<file path="src/rtl/multicycle_ctrl_if.sv">
// Control bus between the multicycle MIPS controller and its datapath.
// The controller drives the enables; the datapath returns opcode, ALU zero and memory ready.
interface multicycle_ctrl_if #(
  parameter int FETCH_BEATS = 4
);
  logic [5:0]             op;
  logic                   zero;
  logic                   memready;
  logic                   memread;
  logic                   memwrite;
  logic                   iord;
  logic                   alusrca;
  logic [1:0]             alusrcb;
  logic [1:0]             aluop;
  logic [1:0]             pcsource;
  logic                   pcen;
  logic                   regwrite;
  logic [1:0]             regdst;
  logic [1:0]             wdsel;
  logic [FETCH_BEATS-1:0] irwrite;
  logic                   illop;

  modport master (
    input  op, zero, memready,
    output memread, memwrite, iord, alusrca, alusrcb, aluop, pcsource,
           pcen, regwrite, regdst, wdsel, irwrite, illop
  );

  modport slave (
    output op, zero, memready,
    input  memread, memwrite, iord, alusrca, alusrcb, aluop, pcsource,
           pcen, regwrite, regdst, wdsel, irwrite, illop
  );
endinterface

</file>
<file path="src/rtl/multicycle_ctrl.sv">
// Multicycle mini-MIPS main controller: multi-beat byte fetch, decode and datapath sequencing,
// with memory-ready wait states on fetch, load and store. Outputs are combinational.
module multicycle_ctrl #(
  parameter int FETCH_BEATS = 4
) (
  input  logic            clk,
  input  logic            reset,
  multicycle_ctrl_if.master bus
);

  localparam int BW = (FETCH_BEATS > 1) ? $clog2(FETCH_BEATS) : 1;
  localparam logic [BW-1:0] LAST_BEAT = BW'(FETCH_BEATS - 1);

  localparam logic [5:0] OP_LB    = 6'b100000;
  localparam logic [5:0] OP_SB    = 6'b101000;
  localparam logic [5:0] OP_RTYPE = 6'b000000;
  localparam logic [5:0] OP_BEQ   = 6'b000100;
  localparam logic [5:0] OP_BNE   = 6'b000101;
  localparam logic [5:0] OP_J     = 6'b000010;
  localparam logic [5:0] OP_JAL   = 6'b000011;
  localparam logic [5:0] OP_ADDI  = 6'b001000;

  typedef enum logic [3:0] {
    S_FETCH   = 4'd0,
    S_DECODE  = 4'd1,
    S_MEMADR  = 4'd2,
    S_LBRD    = 4'd3,
    S_LBWR    = 4'd4,
    S_SBWR    = 4'd5,
    S_RTYPEEX = 4'd6,
    S_RTYPEWR = 4'd7,
    S_BEQEX   = 4'd8,
    S_BNEEX   = 4'd9,
    S_JEX     = 4'd10,
    S_JALEX   = 4'd11,
    S_ADDIEX  = 4'd12,
    S_ADDIWR  = 4'd13
  } state_t;

  state_t                 state_q, state_d;
  logic [BW-1:0]          beat_q, beat_d;

  logic                   memread_s, memwrite_s, iord_s, alusrca_s;
  logic [1:0]             alusrcb_s, aluop_s, pcsource_s, regdst_s, wdsel_s;
  logic                   regwrite_s, illop_s;
  logic                   pcwrite_s, beqcond_s, bnecond_s, irload_s;
  logic [FETCH_BEATS-1:0] irwrite_s;

  // State and fetch-beat registers with synchronous active-low reset.
  always_ff @(posedge clk) begin
    if (!reset) begin
      state_q <= S_FETCH;
      beat_q  <= {BW{1'b0}};
    end else begin
      state_q <= state_d;
      beat_q  <= beat_d;
    end
  end

  // Next-state and per-state datapath controls.
  always_comb begin
    state_d    = state_q;
    beat_d     = beat_q;
    memread_s  = 1'b0;
    memwrite_s = 1'b0;
    iord_s     = 1'b0;
    alusrca_s  = 1'b0;
    alusrcb_s  = 2'b00;
    aluop_s    = 2'b00;
    pcsource_s = 2'b00;
    regwrite_s = 1'b0;
    regdst_s   = 2'b00;
    wdsel_s    = 2'b00;
    illop_s    = 1'b0;
    pcwrite_s  = 1'b0;
    beqcond_s  = 1'b0;
    bnecond_s  = 1'b0;
    irload_s   = 1'b0;

    case (state_q)
      S_FETCH: begin
        memread_s = 1'b1;
        alusrcb_s = 2'b01;
        if (bus.memready) begin
          irload_s  = 1'b1;
          pcwrite_s = 1'b1;
          if (beat_q == LAST_BEAT) begin
            beat_d  = {BW{1'b0}};
            state_d = S_DECODE;
          end else begin
            beat_d  = beat_q + BW'(1'b1);
          end
        end else begin
          irload_s  = 1'b0;
        end
      end
      S_DECODE: begin
        alusrcb_s = 2'b11;
        case (bus.op)
          OP_LB, OP_SB: state_d = S_MEMADR;
          OP_RTYPE:     state_d = S_RTYPEEX;
          OP_BEQ:       state_d = S_BEQEX;
          OP_BNE:       state_d = S_BNEEX;
          OP_J:         state_d = S_JEX;
          OP_JAL:       state_d = S_JALEX;
          OP_ADDI:      state_d = S_ADDIEX;
          default: begin
            illop_s = 1'b1;
            state_d = S_FETCH;
          end
        endcase
      end
      S_MEMADR: begin
        alusrca_s = 1'b1;
        alusrcb_s = 2'b10;
        if (bus.op == OP_SB) begin
          state_d = S_SBWR;
        end else begin
          state_d = S_LBRD;
        end
      end
      S_LBRD: begin
        memread_s = 1'b1;
        iord_s    = 1'b1;
        if (bus.memready) begin
          state_d = S_LBWR;
        end else begin
          state_d = S_LBRD;
        end
      end
      S_LBWR: begin
        regwrite_s = 1'b1;
        wdsel_s    = 2'b01;
        state_d    = S_FETCH;
      end
      S_SBWR: begin
        // Strobe is held through wait cycles until memory acknowledges.
        memwrite_s = 1'b1;
        iord_s     = 1'b1;
        if (bus.memready) begin
          state_d = S_FETCH;
        end else begin
          state_d = S_SBWR;
        end
      end
      S_RTYPEEX: begin
        alusrca_s = 1'b1;
        aluop_s   = 2'b10;
        state_d   = S_RTYPEWR;
      end
      S_RTYPEWR: begin
        regwrite_s = 1'b1;
        regdst_s   = 2'b01;
        state_d    = S_FETCH;
      end
      S_BEQEX: begin
        alusrca_s  = 1'b1;
        aluop_s    = 2'b01;
        pcsource_s = 2'b01;
        beqcond_s  = 1'b1;
        state_d    = S_FETCH;
      end
      S_BNEEX: begin
        alusrca_s  = 1'b1;
        aluop_s    = 2'b01;
        pcsource_s = 2'b01;
        bnecond_s  = 1'b1;
        state_d    = S_FETCH;
      end
      S_JEX: begin
        pcwrite_s  = 1'b1;
        pcsource_s = 2'b10;
        state_d    = S_FETCH;
      end
      S_JALEX: begin
        // PC already points past this instruction, so r31 takes the link value on the jump edge.
        pcwrite_s  = 1'b1;
        pcsource_s = 2'b10;
        regwrite_s = 1'b1;
        regdst_s   = 2'b10;
        wdsel_s    = 2'b10;
        state_d    = S_FETCH;
      end
      S_ADDIEX: begin
        alusrca_s = 1'b1;
        alusrcb_s = 2'b10;
        state_d   = S_ADDIWR;
      end
      S_ADDIWR: begin
        regwrite_s = 1'b1;
        state_d    = S_FETCH;
      end
      default: begin
        state_d = S_FETCH;
        beat_d  = {BW{1'b0}};
      end
    endcase
  end

  // One-hot instruction-byte load enable for the current fetch beat.
  always_comb begin
    irwrite_s = {FETCH_BEATS{1'b0}};
    for (int i = 0; i < FETCH_BEATS; i++) begin
      irwrite_s[i] = irload_s & (beat_q == BW'(i));
    end
  end

  // Drive the bus; every output is held low while reset is asserted.
  always_comb begin
    bus.memread  = reset & memread_s;
    bus.memwrite = reset & memwrite_s;
    bus.iord     = reset & iord_s;
    bus.alusrca  = reset & alusrca_s;
    bus.alusrcb  = reset ? alusrcb_s  : 2'b00;
    bus.aluop    = reset ? aluop_s    : 2'b00;
    bus.pcsource = reset ? pcsource_s : 2'b00;
    bus.pcen     = reset & (pcwrite_s | (beqcond_s & bus.zero) | (bnecond_s & ~bus.zero));
    bus.regwrite = reset & regwrite_s;
    bus.regdst   = reset ? regdst_s   : 2'b00;
    bus.wdsel    = reset ? wdsel_s    : 2'b00;
    bus.irwrite  = reset ? irwrite_s  : {FETCH_BEATS{1'b0}};
    bus.illop    = reset & illop_s;
  end

endmodule
</file>
<file path="src/flat_wrapper.sv">
// flat-port wrapper written by rule: the top's interface ports become plain ports
module multicycle_ctrl_flat 
#(
  parameter int FETCH_BEATS = 4
)
  (clk, reset, bus_op, bus_zero, bus_memready, bus_memread, bus_memwrite, bus_iord, bus_alusrca, bus_alusrcb, bus_aluop, bus_pcsource, bus_pcen, bus_regwrite, bus_regdst, bus_wdsel, bus_irwrite, bus_illop);
  multicycle_ctrl_if #(.FETCH_BEATS(FETCH_BEATS)) bus_i ();
  input  logic clk;
  input  logic reset;
  input wire logic [$bits(bus_i.op)-1:0] bus_op;
  input wire logic [$bits(bus_i.zero)-1:0] bus_zero;
  input wire logic [$bits(bus_i.memready)-1:0] bus_memready;
  output wire logic [$bits(bus_i.memread)-1:0] bus_memread;
  output wire logic [$bits(bus_i.memwrite)-1:0] bus_memwrite;
  output wire logic [$bits(bus_i.iord)-1:0] bus_iord;
  output wire logic [$bits(bus_i.alusrca)-1:0] bus_alusrca;
  output wire logic [$bits(bus_i.alusrcb)-1:0] bus_alusrcb;
  output wire logic [$bits(bus_i.aluop)-1:0] bus_aluop;
  output wire logic [$bits(bus_i.pcsource)-1:0] bus_pcsource;
  output wire logic [$bits(bus_i.pcen)-1:0] bus_pcen;
  output wire logic [$bits(bus_i.regwrite)-1:0] bus_regwrite;
  output wire logic [$bits(bus_i.regdst)-1:0] bus_regdst;
  output wire logic [$bits(bus_i.wdsel)-1:0] bus_wdsel;
  output wire logic [$bits(bus_i.irwrite)-1:0] bus_irwrite;
  output wire logic [$bits(bus_i.illop)-1:0] bus_illop;
  assign bus_i.op = bus_op;
  assign bus_i.zero = bus_zero;
  assign bus_i.memready = bus_memready;
  assign bus_memread = bus_i.memread;
  assign bus_memwrite = bus_i.memwrite;
  assign bus_iord = bus_i.iord;
  assign bus_alusrca = bus_i.alusrca;
  assign bus_alusrcb = bus_i.alusrcb;
  assign bus_aluop = bus_i.aluop;
  assign bus_pcsource = bus_i.pcsource;
  assign bus_pcen = bus_i.pcen;
  assign bus_regwrite = bus_i.regwrite;
  assign bus_regdst = bus_i.regdst;
  assign bus_wdsel = bus_i.wdsel;
  assign bus_irwrite = bus_i.irwrite;
  assign bus_illop = bus_i.illop;
  multicycle_ctrl #(.FETCH_BEATS(FETCH_BEATS)) u_core (.clk(clk), .reset(reset), .bus(bus_i));
endmodule
</file>
<file path="config.mk">
export PLATFORM = sky130hd
export DESIGN_NAME = multicycle_ctrl_flat
export DESIGN_NICKNAME = d
export VERILOG_FILES = /design/src/rtl/multicycle_ctrl_if.sv /design/src/rtl/multicycle_ctrl.sv /design/src/flat_wrapper.sv
export SDC_FILE = /design/constraint.sdc
export NUM_CORES = 1
export LEC_CHECK = 0
export CAP_MARGIN = 40
export CORE_MARGIN = 10
export CORE_UTILIZATION = 35
export CTS_CLUSTER_DIAMETER = 200
export DETAILED_ROUTE_END_ITERATION = 10
export PLACE_DENSITY = 0.69
export SLEW_MARGIN = 5
export SYNTH_ARGS = -nofsm -noshare
export SYNTH_HDL_FRONTEND = slang
export SYNTH_SLANG_ARGS = --single-unit
export TNS_END_PERCENT = 30
</file>
<file path="constraint.sdc">
create_clock -name clk -period 1.8 [get_ports clk]
set_input_delay 0.36 -clock clk [delete_from_list [all_inputs] [get_ports clk]]
set_output_delay 0.36 -clock clk [all_outputs]
set_load 0.01 [all_outputs]
</file>
# --- After elaboration in Yosys (flattened, before gate mapping) ---
# Cells that the tools add are included.
word_totals:
  register_bits: 6
  inputBits: 10
  word_cells: 93
op_classes:
  add_sub_neg: 1
  eq_ne: 25
  n_mux: 33
  n_bitwise: 17
  n_reduce_logical: 15
ops:
  columns: ["op", "count"]
  rows:
  - ["case mux 4 bit (7 select lines)", 2]
  - ["equality test 4 bit, second input constant", 6]
  - ["case mux 2 bit (2 select lines)", 5]
  - ["equality test 4 x 3 -> 1 bit, second input constant", 4]
  - ["two-way mux 2 bit", 7]
  - ["AND 1 bit", 13]
  - ["OR reduction 13 bit", 1]
  - ["equality test 6 x 2 -> 1 bit, second input constant", 2]
  - ["equality test 6 x 3 -> 1 bit, second input constant", 2]
  - ["equality test 6 bit, second input constant", 2]
  - ["two-way mux 4 bit", 3]
  - ["OR reduction 2 bit", 6]
  - ["two-way mux 1 bit", 11]
  - ["two-way mux 3 bit", 3]
  - ["equality test 4 x 2 -> 1 bit, second input constant", 2]
  - ["OR reduction 8 bit", 1]
  - ["equality test 6 x 4 -> 1 bit, second input constant", 1]
  - ["logical NOT 6 bit", 1]
  - ["case mux 2 bit (3 select lines)", 1]
  - ["OR reduction 5 bit", 1]
  - ["equality test 2 bit, second input constant", 2]
  - ["equality test 4 x 1 -> 1 bit, second input constant", 1]
  - ["logical NOT 4 bit", 1]
  - ["AND reduction 2 bit", 2]
  - ["9 further kinds", 11]

# --- Longest topological paths before layout ---
# Gate-level depths: netlist (run 1).
depth:
  word_depth: 6
  mapped_depth: 5

# --- Worst setup path after synthesis (run 1) ---
# No wires, ideal clock.
synth_path:
  path_type: "register -> output"
  start: "register u_core.state_q[3]"
  end: "output bus_pcen"
  arrival_ns: 1.292
  path_slack_ns: 0.148
  path_stages_with_launch: 5
  n_path_buf: 1
  path_cell_list: "dfxtp_1 buf_2 inv_2 nor4b_2 a211o_1"
synth_via:
  elab_chain_cells: 6
  elab_cells_between_ends: 14
synth_lines:
  columns: ["item", "line_no", "rtl"]
  rows:
  - ["start, declared", "multicycle_ctrl.sv:40", "state_t state_q, state_d;"]
  - ["start signal, assigned", "multicycle_ctrl.sv:55", "state_q <= state_d;"]
  - ["equality test 4 bit", "multicycle_ctrl.sv:80", "case (state_q)"]
  - ["OR reduction 2 bit (no line) or two-way mux 1 bit (tied branches)", null, null]
  - ["case mux 1 bit (2 select lines) or AND 1 bit (tied branches)", "multicycle_ctrl.sv:80, multicycle_ctrl.sv:217", null]
  - ["bitwise OR 1 bit", "multicycle_ctrl.sv:217", "bus.pcen = reset & (pcwrite_s | (beqcond_s & bus.zero) | (bnecond_s & ~bus.zero));"]
  - ["bitwise OR 1 bit (*)", "multicycle_ctrl.sv:217", null]
  - ["AND 1 bit (*)", "multicycle_ctrl.sv:217", null]
  - ["end, declared", "flat_wrapper.sv:20", "output wire logic [$bits(bus_i.pcen)-1:0] bus_pcen;"]
# Mark *: on every way between the ends. The rest lies on a longest branch, timed or not.

# --- Worst setup path after layout (run 1) ---
layout_path:
  start: "register u_core.state_q[1]"
  end: "output bus_pcen"
# The elaborated chain is that of the path after synthesis.

==> metrics.txt, run 1 <==
Pins Over Slew Limit=0; Peak VDD IR=0.237 mV; Synth Instances=approximately 120; largest family of logic cells by synthesized area=simple AND/OR/NAND/NOR gates; WP data arrival=1.47 ns; switching power=between 0.0002 and 0.0003 W; Setup TNS Final=-0.0579 ns; Antenna diodes=0; first-pass GRT wire length=about 4.4 mm; EDFF count, synth=0; vias per cell=5.29; leading area contributor after synthesis=dfxtp_1; share of the synthesized area in the top cell type=about 14%; RSZ-0062 raised after global routing=true; final setup violation count=2; vias in the first global route=1021; Slowest cell on crit path=dfxtp_4; sw frac=a little under two fifths; Overall Power=roughly 0.0007 W; Pint=approximately 0.00044 W; status=complete, but fails checks; post-synthesis adder-cell area fraction=about 6%; clock sink count=6; Buffers on Ports=30; part of the power in the clock network=~18%; Clock Tree Root=clkbuf_4; CORE AREA=approximately 2300 µm²; Synth cell types=41; nets=190; yosys warns=0; Largest delay share family, worst path=buffers and inverters; Routed Antenna Nets=0; First-pass DRT Iterations=4; fmax=545 MHz; critical path class=reg -> out; CTS H-Tree Depth=1; Post-Synth Simple-Gate Area=40.1%; initial antenna violation count=0; Post-Layout Cell Count=between 200 and 250; Cell Area, Synth=between 800 and 900 µm²; Reg power frac=roughly 24%; Final Hold Fails=0; Mean Syn Cell Area=a little over 7 µm²; relative slew slack=roughly three quarters; via count=between 1000 and 1500; buffers from clock root to sink, at most=2; syn nets=131; period utilization=102%; Die Span Y=68.9 µm; synth top area cells=dfxtp_1 (14%), ha_1 (6.0%), a21oi_1 (4.8%), nor2_1 (4.5%), and2_1 (3.7%); max capacitance violation total=0; ratio of cells with drive above 1 in the final layout=between 30 and 40%; ys flop type=dfxtp_1; Async S/R FF share, synth=0%; Clock Skew=about 0.0019 ns; largest net degree at the start of global routing=13; Compound-Gate Fraction of Synth Area=between 20% and 30%; Seq/Total Area, Yosys=14.3%; CP Max Fanout=8; DR DRC count=0; Tot GR Track Use=between 10% and 20%; critical path, cell by cell=buf_8, buf_4, nor4b_4, a211o_1, clkdlybuf4s15_2; Clk Latency, worst-skew pair=0.24 ns; clock-pin slew on the worst setup and hold paths=around 0.04 ns; CTS buffer count=3; site row count=17; mux share of post-synthesis cell area=0%; drt wl/cell=14.2 µm; Lkg Pwr=slightly below 0.7 nW; Power Dens Cells=roughly 500 nW/µm²; DRT iter0 DRCs=32; CP required=between 1 and 1.5 ns; Tmin final=between 1.5 and 2 ns; WP buf/inv=3; Starting Density=37.2%; synthesis-to-layout area growth=67.6%; Detail Placement HPWL=about 2.3 mm; slowest stage delay, CP=~0.36 ns; # fillers=between 200 and 250; io pins=31; Inst Count DP=between 150 and 200; Final WS setup=-0.0341 ns; CP startpoint kind=flop; Commonest cells post-synth=nor2_1 (10), a21oi_1 (8), nand2_1 (8), dfxtp_1 (6); failing checks=setup timing; slew at the pin with the worst max-slew slack=0.397 ns; CTS tree=yes; total routed wirelength=roughly 2.9 mm; Logic pwr share=about three fifths; DIE AREA=4750 µm²; area share of xor/xnor cells in the synthesized design=under 10%; most numerous cell in the Yosys netlist=nor2_1; worst hold path type=reg -> reg; Seq cells post-synth=6; width of the die=between 60 and 70 µm; global route overflow=0; CP endpoint kind=output port; routability cong.=~0.83
-- worst reg2reg max path, delay by kind of cell (launching register included) --
kind,cells,cell delay (ns)
compound gates,2,0.25
buf+inv,2,0.27
flops,1,0.36
simple gates,2,0.59
-- metal layers --
metal | up-vias | global-route usage, % | part of all wire, %
li1 | 533 | - | -
met5 | - | 0 | 0
met1 | 495 | 12.0 | 41
met3 | 2 | 2.90 | 7.6
met4 | 0 | 5.42 | 0.49
met2 | 39 | 21.9 | 51
-- final timing paths --
kind	from	end	slack (ns)	cells past startpoint
setup / recovery	u_core.state_q[1]	bus_pcen	-0.03	5
hold / removal	u_core.beat_q[1]	u_core.beat_q[1]	0.50	2
setup reg to reg	u_core.state_q[1]	u_core.beat_q[0]	0.27	6
hold reg to reg	u_core.beat_q[1]	u_core.beat_q[1]	0.50	2
-- power groups by stage --
stage / clock network (W) / registers, W / logic, W
finish: 0.000124 / 0.000169 / 0.000408
global route: 0.000137 / 0.000172 / 0.000444
CTS: 0.000128 / 0.000169 / 0.000402
detailed placement: 0 / 0.000173 / 0.000415
global placement: 0 / 0.000172 / 0.000407
floorplan: 0 / 0.000164 / 0.000225
-- layout make-up --
cell class | count | area, µm² | share of cell area (%)
clock buffers | 3 | 22.5 | 1.60
flip-flops and latches | 6 | 130 | 9.26
well taps | 28 | 35.0 | 2.49
repair buffers | 66 | 536 | 38.1
inverters | 6 | 22.5 | 1.60
multi-input cells | 93 | 659 | 46.9
-- flip-flops by register name, indices dropped and copies added, names as in the netlist --
name	cells
u_core.beat_q	2
u_core.state_q	4
-- what timing repair did --
action / 4_1_cts / 5_1_grt
hold buffers: 0 / 0
pin swaps: 3 / 1
buffers inserted: 0 / 2
gates resized for setup: 62 / 14
endpoints found under the setup margin: 21 / 13
-- placed cells by master (no fill, tap or decap), types with 3 or more instances in the layout --
cell,n
o21ai_0,3
nand2b_1,4
nor4b_1,3
nor3_1,3
nor4_1,3
nand2_1,7
a31oi_1,3
buf_2,6
clkbuf_4,3
nor2b_1,3
dlygate4sd2_1,11
nand3_1,3
buf_4,34
and2_1,5
clkbuf_2,4
ha_1,4
a21oi_1,8
nor2_1,10
inv_1,5
-- cell families (layout without fill, tap and decap cells) --
family,after synthesis,count (layout)
AOI/OAI and AO/OA,30,30
xor gates and xnor gates,4,4
adders and majority gates,4,4
buffers and inverters,18,75
DFF,6,6
and+or+nand+nor,55,55
-- through the flow --
stage / util, % / setup WS [ns] / hold WS, ns / cell area [µm²]
floorplan: - / 0.148 / 0.472 / 838
global placement: 60.8 / -0.503 / 0.490 / 1370
detailed placement: 60.8 / -0.528 / 0.499 / 1370
CTS: 61.2 / -0.177 / 0.505 / 1380
global route: 62.3 / -0.0871 / 0.549 / 1410
finish: 62.3 / -0.0341 / 0.501 / 1410
Power figures use the tool's default switching activity.
==> inputs of run 2 (changes only) <==
--- a/config.mk
+++ b/config.mk
@@ -11,7 +11,9 @@
 export CTS_CLUSTER_DIAMETER = 200
 export DETAILED_ROUTE_END_ITERATION = 10
 export PLACE_DENSITY = 0.69
-export SLEW_MARGIN = 5
+export SETUP_SLACK_MARGIN = 0.3
+export SKIP_LAST_GASP = 1
+export SLEW_MARGIN = 20
 export SYNTH_ARGS = -nofsm -noshare
 export SYNTH_HDL_FRONTEND = slang
 export SYNTH_SLANG_ARGS = --single-unit
==> metrics.txt, run 2 (synthesis results as in run 1) <==
status=finished clean; io pins=31 (unchanged); cell mode on critical path=buf_6; Slowest cell on crit path=dfxtp_4; Routed Antenna Nets=0 (unchanged); CTS tree=yes; final cell area excluding filler cells=1480 µm² (+5.3%); site row count=17 (unchanged); CP endpoint kind=output port; Clock Tree Root=clkbuf_4; total routed wirelength=3.09 mm (+7.8%); Pins Over Slew Limit=0 (unchanged); CP Depth=6 (+1); max capacitance violation total=0 (unchanged); largest net degree at the start of global routing=10 (-3); RSZ-0062 raised after global routing=true; CORE AREA=2250 µm² (unchanged); Final WS setup=0.00812 ns (+0.0422 ns); relative slew slack=70.7% (-2.6 points); sw frac=37.8% (+0.34 points); hold wc startpoint=u_core.beat_q[1]; biggest regs=u_core.state_q (4), u_core.beat_q (2); CP required=1.44 ns (about the same); R2R depth=6 (unchanged); Pint=0.000462 W (+5.5%); RR Startpoint=u_core.state_q[1]; Worst R2R Setup Slack=0.21 ns (-0.06 ns); Lkg Pwr=0.722 nW (+4.4%); worst hold path type=reg -> reg; Detail Placement HPWL=2.31 mm (+1.5%); CP startpoint kind=flop; vias in the first global route=1125 (+10%); clock sink count=6 (unchanged); drt wl/cell=14.7 µm (+3.7%); hold depth=2 (unchanged); Tot GR Track Use=12.9% (+1.1 points); Clk Latency, worst-skew pair=0.24 ns (about the same); Clock Skew=0.00127 ns (-0.000592 ns); Critical R2R Capture=u_core.state_q[3]; critical path class=reg -> out; Die Span Y=68.9 µm (unchanged); Antenna diodes=0 (unchanged); WP data arrival=1.43 ns (-0.04 ns); width of the die=68.9 µm (unchanged); final setup violation count=0 (-2); CTS H-Tree Depth=1 (unchanged); most frequent cells in the layout=buf_4 (40), dlygate4sd2_1 (12), nor2_1 (9); fmax=558 MHz (+2.4%); part of the power in the clock network=17.1% (-0.6 points); slew at the pin with the worst max-slew slack=0.433 ns (+0.0358 ns); initial antenna violation count=0 (unchanged); critical path, cell by cell=buf_6, nor4_4, buf_4, buf_6, a211o_1, buf_6; Tmin final=1.79 ns (-0.0422 ns); global route overflow=0 (unchanged); Reg power frac=24.1% (about the same); synthesis-to-layout area growth=76.4%; vias per cell=5.37 (+1.4%); pre-CTS WS=-0.540 ns (-0.0120 ns); First-pass DRT Iterations=4 (unchanged); Power Dens Cells=502 nW/µm² (+0.73%); CP Max Fanout=6 (-2); commonest non-fill, non-tap cell in the layout=buf_4; ratio of cells with drive above 1 in the final layout=42.9% (+4.9 points); nets=198 (+4.2%); CTS Hold Buffers Added=0 (unchanged); # fillers=224 (+1.4%); switching power=0.000280 W (+7.0%); Buffers on Ports=30 (unchanged); DIE AREA=4750 µm² (unchanged); slowest stage delay, CP=0.36 ns (about the same); Largest delay share family, worst path=buffers and inverters; CTS buffer count=3 (unchanged); buffers from clock root to sink, at most=2 (unchanged); Peak VDD IR=0.451 mV (+90%); period utilization=99.5% (-2.3 points); DRT iter0 DRCs=60 (+88%); Top reg by flops=u_core.state_q; clock-pin slew on the worst setup and hold paths=0.05 ns (about the same); Hold Path End=u_core.beat_q[1]; Starting Density=37.2% (unchanged); first-pass GRT wire length=4.80 mm (+8.6%); Final Hold Fails=0 (unchanged); Placement Cell Area=1390 µm² (+1.7%); Logic pwr share=58.8% (+0.6 points); WP buf/inv=4 (+1); routability cong.=0.848 (+2.1%); via count=1127 (+5.4%); max reg flops=4 (unchanged); DR DRC count=0 (unchanged)
run 2: cell count changes in the layout (fill, tap and decap cells not counted), moves of 2 or more:
cell	change
dfxtp_2	-2
clkbuf_2	-2
buf_2	+2
buf_6	+5
buf_4	+6
dlymetal6s2s_1	-2
dfxtp_4	+2
run 2: repair_timing:
item | CTS | global route
setup buffers | 5 | 2
endpoints found under the setup margin | 27 | 26
gates resized for setup | 73 | 21
pin swaps | 9 | 5
run 2: worst reg2reg max path: stages, from the launching register on:
cell,delay [ns]
dfxtp_4,0.36
buf_4,0.14
nand2b_4,0.14
buf_4,0.15
nor4b_1,0.42
o21a_1,0.22
o21a_1,0.11
run 2: worst max-delay path by stage:
stage,start,endpoint,slack [ns]
floorplan,u_core.state_q[3],bus_wdsel[1],0.26
global placement,bus_memready,bus_irwrite[3],-0.47
detailed placement,bus_memready,bus_irwrite[3],-0.54
CTS,u_core.state_q[0],bus_pcen,-0.01
global route,u_core.state_q[1],bus_pcen,-0.06
finish,u_core.state_q[1],bus_pcen,0.008
run 2: layout make-up:
class / count / area [µm²] / share of cell area [%]
repair buffers: 74 / 584 / 39.5
flip-flops and latches: 6 / 135 / 9.14
well taps: 28 / 35.0 / 2.37
multi-input cells: 93 / 677 / 45.8
clock buffers: 3 / 22.5 / 1.52
inverters: 6 / 25.0 / 1.69
run 2: per-stage QoR:
stage	power [W]	util, %	TNS [ns]	hold slack [ns]	cells
4_1_cts	0.000741	64.0	-0.0186	0.511	208
6_report	0.000743	65.6	0	0.512	210
5_1_grt	0.000804	65.6	-0.201	0.542	210
3_3_place_gp	0.000590	61.8	-8.00	0.493	200
3_5_place_dp	0.000603	61.8	-8.52	0.507	200
2_1_floorplan	0.000393	-	0	0.472	117
run 2: metal layers:
layer / up-vias / global-route usage, % / part of all wire [%]
met5: - / 0 / 0
met3: 6 / 5.64 / 9.3
met1: 514 / 13.3 / 40
met4: 0 / 5.91 / 1.8
li1: 552 / - / -
met2: 55 / 21.9 / 48
run 2: power by group through the flow:
stage / combinational (W) / sequential (W) / clock (W)
6_report: 0.000437 / 0.000179 / 0.000127
5_1_grt: 0.000478 / 0.000181 / 0.000145
4_1_cts: 0.000428 / 0.000179 / 0.000134
3_5_place_dp: 0.000424 / 0.000179 / 0
3_3_place_gp: 0.000413 / 0.000177 / 0
2_1_floorplan: 0.000228 / 0.000164 / 0
==> inputs of run 3 (changes only) <==
--- a/config.mk
+++ b/config.mk
@@ -5,7 +5,6 @@
 export SDC_FILE = /design/constraint.sdc
 export NUM_CORES = 1
 export LEC_CHECK = 0
-export CAP_MARGIN = 40
 export CORE_MARGIN = 10
 export CORE_UTILIZATION = 35
 export CTS_CLUSTER_DIAMETER = 200
==> results of run 3 <==
The final DEF is identical to that of run 2; final timing and power are the same.
